===== src/rtl/icache_if.sv =====
// icache_if -- fetch-side and memory-side bus of the instruction cache.
//
// Signals:
//   IC_addr_sgn / IC_addr / rollback : fetch request and pipeline flush (to cache)
//   IC_ins_sgn / IC_ins              : instruction return pulse and word (from cache)
//   mem_req / mem_addr               : line-miss request to memory (from cache)
//   mem_valid / mem_data             : memory return pulse and word (to cache)
//
// Modports:
//   slave  : the cache itself
//   master : its environment (instruction fetch plus memory controller)
interface icache_if;
  logic        IC_addr_sgn;
  logic [31:0] IC_addr;
  logic        rollback;
  logic        IC_ins_sgn;
  logic [31:0] IC_ins;
  logic        mem_req;
  logic [31:0] mem_addr;
  logic        mem_valid;
  logic [31:0] mem_data;

  modport slave (
    input  IC_addr_sgn, IC_addr, rollback, mem_valid, mem_data,
    output IC_ins_sgn, IC_ins, mem_req, mem_addr
  );

  modport master (
    output IC_addr_sgn, IC_addr, rollback, mem_valid, mem_data,
    input  IC_ins_sgn, IC_ins, mem_req, mem_addr
  );
endinterface


===== src/rtl/icache.sv =====
// icache -- direct-mapped, read-only instruction cache with one 32-bit word
// per line and 2^INDEX_BITS lines.
//
// Ports:
//   clk  : system clock, rising edge
//   rst  : asynchronous active-low reset
//   rdy  : global ready; when low every register holds its value
//   bus  : icache_if.slave (fetch request/response and memory miss port)
//
// A hit answers one cycle after the request. A miss raises mem_req with the
// word-aligned address and waits for mem_valid; the returned word is written
// into the line and forwarded in the same edge. A rollback during a miss
// still lets the fill complete (the line stays useful) but suppresses the
// response to the flushed fetch.
module icache #(
  parameter int  INDEX_BITS = 6,
  localparam int TAG_BITS   = 30 - INDEX_BITS,
  localparam int LINES      = 1 << INDEX_BITS
) (
  input  logic     clk,
  input  logic     rst,
  input  logic     rdy,
  icache_if.slave  bus
);

  localparam logic [1:0] IDLE      = 2'd0;
  localparam logic [1:0] MISS_WAIT = 2'd1;
  localparam logic [1:0] DISCARD   = 2'd2;

  logic [1:0]          state_q, state_d;
  logic [LINES-1:0]    valid_q, valid_d;
  logic                ins_sgn_q, ins_sgn_d;
  logic [31:0]         ins_q, ins_d;
  logic                mem_req_q, mem_req_d;
  logic [31:0]         mem_addr_q, mem_addr_d;
  logic                fill_en;

  // Tag/data storage carries no reset; only the valid bits are cleared.
  logic [TAG_BITS-1:0] tag_mem  [LINES];
  logic [31:0]         data_mem [LINES];

  logic [INDEX_BITS-1:0] req_idx, miss_idx;
  logic [TAG_BITS-1:0]   req_tag, miss_tag;
  logic                  hit;

  assign req_idx  = bus.IC_addr[INDEX_BITS+1:2];
  assign req_tag  = bus.IC_addr[31:INDEX_BITS+2];
  // The outstanding miss address doubles as the latched index and tag.
  assign miss_idx = mem_addr_q[INDEX_BITS+1:2];
  assign miss_tag = mem_addr_q[31:INDEX_BITS+2];
  assign hit      = valid_q[req_idx] && (tag_mem[req_idx] == req_tag);

  always_comb begin
    state_d    = state_q;
    valid_d    = valid_q;
    ins_sgn_d  = 1'b0;
    ins_d      = ins_q;
    mem_req_d  = mem_req_q;
    mem_addr_d = mem_addr_q;
    fill_en    = 1'b0;
    case (state_q)
      IDLE: begin
        if (bus.IC_addr_sgn && !bus.rollback) begin
          if (hit) begin
            ins_sgn_d = 1'b1;
            ins_d     = data_mem[req_idx];
          end else begin
            mem_req_d  = 1'b1;
            mem_addr_d = {bus.IC_addr[31:2], 2'b00};
            state_d    = MISS_WAIT;
          end
        end
      end
      MISS_WAIT: begin
        if (bus.mem_valid) begin
          fill_en   = 1'b1;
          mem_req_d = 1'b0;
          state_d   = IDLE;
          if (!bus.rollback) begin
            ins_sgn_d = 1'b1;
            ins_d     = bus.mem_data;
          end
        end else if (bus.rollback) begin
          state_d = DISCARD;
        end
      end
      DISCARD: begin
        if (bus.mem_valid) begin
          fill_en   = 1'b1;
          mem_req_d = 1'b0;
          state_d   = IDLE;
        end
      end
      default: state_d = IDLE;
    endcase
    if (fill_en) valid_d[miss_idx] = 1'b1;
  end

  always_ff @(posedge clk or negedge rst) begin
    if (!rst) begin
      state_q    <= IDLE;
      valid_q    <= '0;
      ins_sgn_q  <= 1'b0;
      ins_q      <= '0;
      mem_req_q  <= 1'b0;
      mem_addr_q <= '0;
    end else if (rdy) begin
      state_q    <= state_d;
      valid_q    <= valid_d;
      ins_sgn_q  <= ins_sgn_d;
      ins_q      <= ins_d;
      mem_req_q  <= mem_req_d;
      mem_addr_q <= mem_addr_d;
    end
  end

  always_ff @(posedge clk) begin
    if (rdy && fill_en) begin
      tag_mem[miss_idx]  <= miss_tag;
      data_mem[miss_idx] <= bus.mem_data;
    end
  end

  assign bus.IC_ins_sgn = ins_sgn_q;
  assign bus.IC_ins     = ins_q;
  assign bus.mem_req    = mem_req_q;
  assign bus.mem_addr   = mem_addr_q;

endmodule


===== src/flat_wrapper.sv =====
// flat-port wrapper written by rule: the top's interface ports become plain ports
module icache_flat 
#(
  parameter int  INDEX_BITS = 6,
  localparam int TAG_BITS   = 30 - INDEX_BITS,
  localparam int LINES      = 1 << INDEX_BITS
)
  (clk, rst, rdy, bus_IC_addr_sgn, bus_IC_addr, bus_rollback, bus_mem_valid, bus_mem_data, bus_IC_ins_sgn, bus_IC_ins, bus_mem_req, bus_mem_addr);
  icache_if bus_i ();
  input  logic clk;
  input  logic rst;
  input  logic rdy;
  input wire logic [$bits(bus_i.IC_addr_sgn)-1:0] bus_IC_addr_sgn;
  input wire logic [$bits(bus_i.IC_addr)-1:0] bus_IC_addr;
  input wire logic [$bits(bus_i.rollback)-1:0] bus_rollback;
  input wire logic [$bits(bus_i.mem_valid)-1:0] bus_mem_valid;
  input wire logic [$bits(bus_i.mem_data)-1:0] bus_mem_data;
  output wire logic [$bits(bus_i.IC_ins_sgn)-1:0] bus_IC_ins_sgn;
  output wire logic [$bits(bus_i.IC_ins)-1:0] bus_IC_ins;
  output wire logic [$bits(bus_i.mem_req)-1:0] bus_mem_req;
  output wire logic [$bits(bus_i.mem_addr)-1:0] bus_mem_addr;
  assign bus_i.IC_addr_sgn = bus_IC_addr_sgn;
  assign bus_i.IC_addr = bus_IC_addr;
  assign bus_i.rollback = bus_rollback;
  assign bus_i.mem_valid = bus_mem_valid;
  assign bus_i.mem_data = bus_mem_data;
  assign bus_IC_ins_sgn = bus_i.IC_ins_sgn;
  assign bus_IC_ins = bus_i.IC_ins;
  assign bus_mem_req = bus_i.mem_req;
  assign bus_mem_addr = bus_i.mem_addr;
  icache #(.INDEX_BITS(INDEX_BITS)) u_core (.clk(clk), .rst(rst), .rdy(rdy), .bus(bus_i));
endmodule

===== config.mk =====
export PLATFORM = sky130hd
export DESIGN_NAME = icache_flat
export DESIGN_NICKNAME = d
export VERILOG_FILES = /design/src/rtl/icache_if.sv /design/src/rtl/icache.sv /design/src/flat_wrapper.sv
export SDC_FILE = /design/constraint.sdc
export NUM_CORES = 2
export LEC_CHECK = 0
export ABC_AREA = 1
export BUFFER_PORTS_ARGS = -buffer_cell sky130_fd_sc_hd__buf_2
export CORE_MARGIN = 2
export CORE_UTILIZATION = 35
export CTS_BUF_LIST = sky130_fd_sc_hd__clkbuf_4
export CTS_CLUSTER_DIAMETER = 80
export DETAILED_ROUTE_END_ITERATION = 10
export GPL_ROUTABILITY_DRIVEN = 0
export PLACE_DENSITY = 0.59
export SKIP_LAST_GASP = 1
export SYNTH_ARGS = -nofsm -noshare
export SYNTH_HDL_FRONTEND = slang
export SYNTH_SLANG_ARGS = --single-unit

===== constraint.sdc =====
create_clock -name clk -period 4.25 [get_ports clk]
set_clock_uncertainty 0.05 [all_clocks]
set_input_delay 0.6375 -clock clk [delete_from_list [all_inputs] [get_ports clk]]
set_output_delay 0.6375 -clock clk [all_outputs]
set_load 0.01 [all_outputs]

==> results summary <==
The aggregate routed wire length came out at 462,000 um. After detailed routing, the number of remaining DRC violations is 0. No sink is reached through more buffers than the 4 on the longest clock path. Counting the buffers created by CTS gives a little under 900. At the pin with the least slew margin, the transition time is 1.19 ns. The clock reaches the later pin of the worst-skew pair after 1.45 ns. Pin placement for this block handled between 100 and 150 I/O pins.

Setup repair after global routing left no endpoint under its margin. The vertical die dimension is 652 um. Together, buffers and inverters on the worst path number 10. Of the total power, the clock network draws 0.348.

The clock period minus final worst setup slack is 4.17 ns. The initial utilization of the core area, before any placement, comes to 0.352. The width of the die is ~650 um.

The arrival time at the worst endpoint is 5.44 ns. The fill cell total of the finished layout is 39,100. Grouping stages by cell kind, the critical path spends the most delay in buffers and inverters.

The share of async-settable or async-resettable flops after synthesis is 0.0350. The total setup buffers inserted after CTS came out at 0. TritonCTS built the clock tree.

In this run, the number of DRC markers left after iteration 0 of detailed routing was around 13,000. The length of the first detailed-routing pass in iterations came out at 6. The count of H-tree levels built during CTS is 6.

The worst vdd rail ir drop came out at between 300 and 400 uV. Walking the worst path, the cells encountered are dlygate4sd3_1 > buf_8 > buf_12 > buf_12 > buf_4 > nand3_1 > nand3_1 > nand3_1 > nand3_1 > nand3_1 > nand3_1 > nand2_1 > a21oi_1 > nand2_1 > nor2_1 > nand3_2 > buf_4 > buf_12 > nand3_4 > buf_12 > buf_12 > nand2_1 > o21ai_1 > dlygate4sd3_1. The proportion of power drawn by flip-flops and latches came out at 0.542. The via count is 100,000. The layout cell share with drive strength beyond 1 came out at 0.164. The sum of negative setup slack came out at 0 ns. The setup violation total in the final timing report came out at 0. Detailed placement ended at an HPWL of 238,000 um. The min-delay analysis places its worst path in the category in -> reg. The most used flip-flop cell after synthesis is sky130_fd_sc_hd__edfxtp_1. The part of the power in combinational logic is 0.110. Excluding fillers, the count of instances in the completed layout stands at 18,400. The flow ran to the end, and the final reports show no timing, DRC or antenna violations.

The wire length of the first global-routing pass is 657,000 um. The highest net fanout along the worst path came out at 30. Measured on the finished design, the core utilization comes to 0.405.

Synthesis inferred 3,714 register bits. The routed wirelength normalized by instance count is between 20 and 30 um. The count of antenna-violating nets left after detailed routing came out at 0. The number of pins exceeding their max-slew limit in the final report is 0. The share of the Yosys chip area taken by registers is 0.756. The Yosys step of the flow raised 0 warnings. The power dissipated by switching net loads is around 21 mW. The number of logic stages on the critical path including buffering is 24. Derived from the worst setup path, the maximum achievable clock frequency is 0.240 GHz. Relative to the synthesized area, the layout overhead comes to 15.1%. Across the run, the number of max-cap violations was 0. The number of global-route vias before repair is 94,000. The number of antenna violations at the first check in global routing is 35.

The cell area power density came out at 478 nW/um^2. The CTS sink count is about 3,700. The hold violation total from the final report came out at 0.

STA classifies the critical path endpoint as a flop. The internal power of the cells totals around 60 mW. The routed via count divided by cell count came out at around 5.4. The cell leakage power came out at 57.6 nW. The distinct cell type count after synthesis came out at 36. The mean instance size in the synthesized netlist is 12.7 sq um. The cell with the largest stage delay on the worst path is sky130_fd_sc_hd__dlygate4sd3_1. The maximum number of pins on one net before global-route repair is ~180. The number of cells after detailed placement came out at between 15,000 and 20,000. In this run the tightest slew margin relative to its limit is 0.205. The area enclosed by the die boundary is 424,000 sq um.

In the final design database the tool counted about 12,000 nets. The number of buffer cells added on primary ports is roughly 130. The fraction of power spent switching nets is 0.263. Synthesis produced 11,500 cells.

The standard-cell row count is about 240. The number of cells on the worst hold path is 2. The final clock period utilization by the worst path came out at 0.981.

The area fraction of the dominant cell type after synthesis came out at 0.733. The sum of overflow across all layers after global routing came out at 0. In the global route stage, overall resource usage came out at 0.210. The type of the worst setup path is in -> reg. sky130_fd_sc_hd__edfxtp_1 takes more of the synthesized area than any other cell. Ranked by total cell area, the synthesized netlist is headed by sky130_fd_sc_hd__edfxtp_1 73%, sky130_fd_sc_hd__nand3_1 5.5%, sky130_fd_sc_hd__nand2_1 4.7%.

The cell occurring most often along the worst timing path is sky130_fd_sc_hd__nand3_1. The number of flops mapped to enable cells by yosys came out at 3,584. The total standard cell area after synthesis came out at ~150,000 sq um. The delay of the slowest cell on the worst path is 0.57 ns. The tree is rooted in a sky130_fd_sc_hd__clkbuf_4. The total area inside the core boundary comes to 417,000 sq um. Measured in cells, the most critical reg-to-reg path has a length of 24. The required time of the critical path is around 5.5 ns. Clock-pin slew was measured on the worst setup and hold paths at roughly 0.070 ns. STA classifies the critical path startpoint as an input pin.
==> cell families (layout without fill, tap and decap cells) <==
kind of cell	after synthesis	count (layout)	synth area share
flops	3714	3714	0.756
mux	1	1	0.0000767
xor+xnor	1	1	0.0000597
fa+ha+maj	3	3	0.000256
buf+inv	891	2297	0.0264
compound gates	2055	2055	0.0789
other cells	1	14	0.0000256
simple gates	4854	4854	0.139
==> layout make-up <==
class	instances	area (sq um)	area share
clock inverters	208	1070	0.00632
inverters	66	288	0.00170
flip-flops and latches	3714	111000	0.656
repair buffers	748	7730	0.0457
well taps	5497	6880	0.0407
multi-input cells	6916	32500	0.192
diodes	12	30.0	0.000178
clock buffers	1275	9570	0.0566
==> placed cells by master (no fill, tap or decap), drive strengths merged, types with 2 or more instances in the layout <==
| cell | count |
|---|---|
| buf | 630 |
| o211ai | 41 |
| clkinv | 181 |
| diode | 12 |
| a31o | 9 |
| dlygate4sd3 | 116 |
| o21ai | 1338 |
| o32ai | 10 |
| a21oi | 38 |
| nor2 | 1371 |
| o22ai | 485 |
| o221ai | 104 |
| o311ai | 7 |
| o31ai | 3 |
| ha | 3 |
| inv | 79 |
| a32o | 3 |
| dfrtp | 130 |
| or2 | 48 |
| o21bai | 2 |
| conb | 2 |
| edfxtp | 3584 |
| clkbuf | 1277 |
| clkinvlp | 6 |
| nand2 | 1820 |
| bufinv | 8 |
| a31oi | 12 |
| nand3 | 1614 |
==> final timing paths <==
path	slack, ns	start	to
max	0.08	bus_IC_addr[3]	u_core.bus.mem_addr[18]$_DFFE_PN0P_
min	0.16	bus_mem_data[30]	u_core.data_mem[1][30]$_DFFE_PP_
max reg2reg	0.23	u_core.tag_mem[3][21]$_DFFE_PP_	u_core.bus.mem_addr[18]$_DFFE_PN0P_
min reg2reg	0.40	u_core.valid_q[6]$_DFFE_PN0P_	u_core.valid_q[6]$_DFFE_PN0P_
max in group asynchronous	3.22	rst	u_core.bus.IC_ins[21]$_DFFE_PN0P_
min in group asynchronous	0.29	rst	u_core.bus.IC_ins[2]$_DFFE_PN0P_
==> worst register-to-register path, delay by kind of cell (launching register included) <==
kind | cells | cell delay, ns
AOI/OAI and AO/OA | 2 | 0.20
buffers and inverters | 7 | 1.67
DFF | 1 | 0.37
and+or+nand+nor | 15 | 1.64
==> state kept, by name, summed over array words and instances (netlist names) <==
name / flops
u_core.bus.IC_ins_sgn: 1
u_core.bus.mem_addr: 30
u_core.tag_mem: 1536
u_core.data_mem: 2048
u_core.bus.IC_ins: 32
u_core.bus.mem_req: 1
u_core.valid_q: 64
u_core.state_q: 2
==> cell usage after synthesis, types with 2 or more instances <==
cell type / n
sky130_fd_sc_hd__o21bai_1: 2
sky130_fd_sc_hd__o311ai_0: 7
sky130_fd_sc_hd__o21ai_0: 1290
sky130_fd_sc_hd__clkbuf_1: 418
sky130_fd_sc_hd__nor2_1: 1371
sky130_fd_sc_hd__ha_1: 3
sky130_fd_sc_hd__o21ai_1: 36
sky130_fd_sc_hd__dfrtp_1: 130
sky130_fd_sc_hd__edfxtp_1: 3584
sky130_fd_sc_hd__inv_1: 60
sky130_fd_sc_hd__clkinv_1: 2
sky130_fd_sc_hd__or2_2: 48
sky130_fd_sc_hd__buf_1: 54
sky130_fd_sc_hd__inv_2: 4
sky130_fd_sc_hd__a31o_2: 9
sky130_fd_sc_hd__buf_4: 21
sky130_fd_sc_hd__o211ai_1: 41
sky130_fd_sc_hd__a32o_1: 3
sky130_fd_sc_hd__nand2_1: 1820
sky130_fd_sc_hd__o22ai_1: 485
sky130_fd_sc_hd__o221ai_1: 104
sky130_fd_sc_hd__a21oi_1: 38
sky130_fd_sc_hd__nand3_1: 1614
sky130_fd_sc_hd__buf_6: 5
sky130_fd_sc_hd__o21ai_2: 12
sky130_fd_sc_hd__o31ai_1: 3
sky130_fd_sc_hd__o32ai_1: 10
sky130_fd_sc_hd__buf_2: 327
sky130_fd_sc_hd__a31oi_1: 12
==> stage by stage <==
stage	total power [mW]	hold WS [ns]	worst slack, ns	area (sq um)
floorplan	48.8	0.292	-0.0368	147000
global placement	53.1	0.383	-0.481	157000
detailed placement	53.2	0.393	-0.442	157000
CTS	81.2	0.00181	0.0542	169000
global route	83.8	0.0763	0.0189	169000
finish	80.8	0.160	0.0788	169000
==> layer usage <==
metal / vias up / routed length [um] / global-route usage
met4: 20 / 15000 / 0.0749
met3: 890 / 44500 / 0.0377
met2: 5234 / 214000 / 0.333
met5: - / 131 / 0
li1: 44500 / - / -
met1: 49800 / 188000 / 0.289
==> repair_timing <==
action | 4_1_cts | 5_1_grt
hold buffers | 117 | 0
endpoints found under the setup margin | 0 | 18
endpoints found under the hold margin | 2235 | 0
gates resized for setup | 0 | 4
==> power by group through the flow <==
stage | logic, mW | registers (mW) | clock network (mW)
4_1_cts | 8.88 | 43.8 | 28.6
5_1_grt | 9.65 | 43.8 | 30.3
3_3_place_gp | 8.55 | 44.5 | 0
3_5_place_dp | 8.61 | 44.6 | 0
6_report | 8.89 | 43.8 | 28.1
2_1_floorplan | 3.35 | 45.4 | 0
Note: power is estimated with default switching activity, not from simulation.
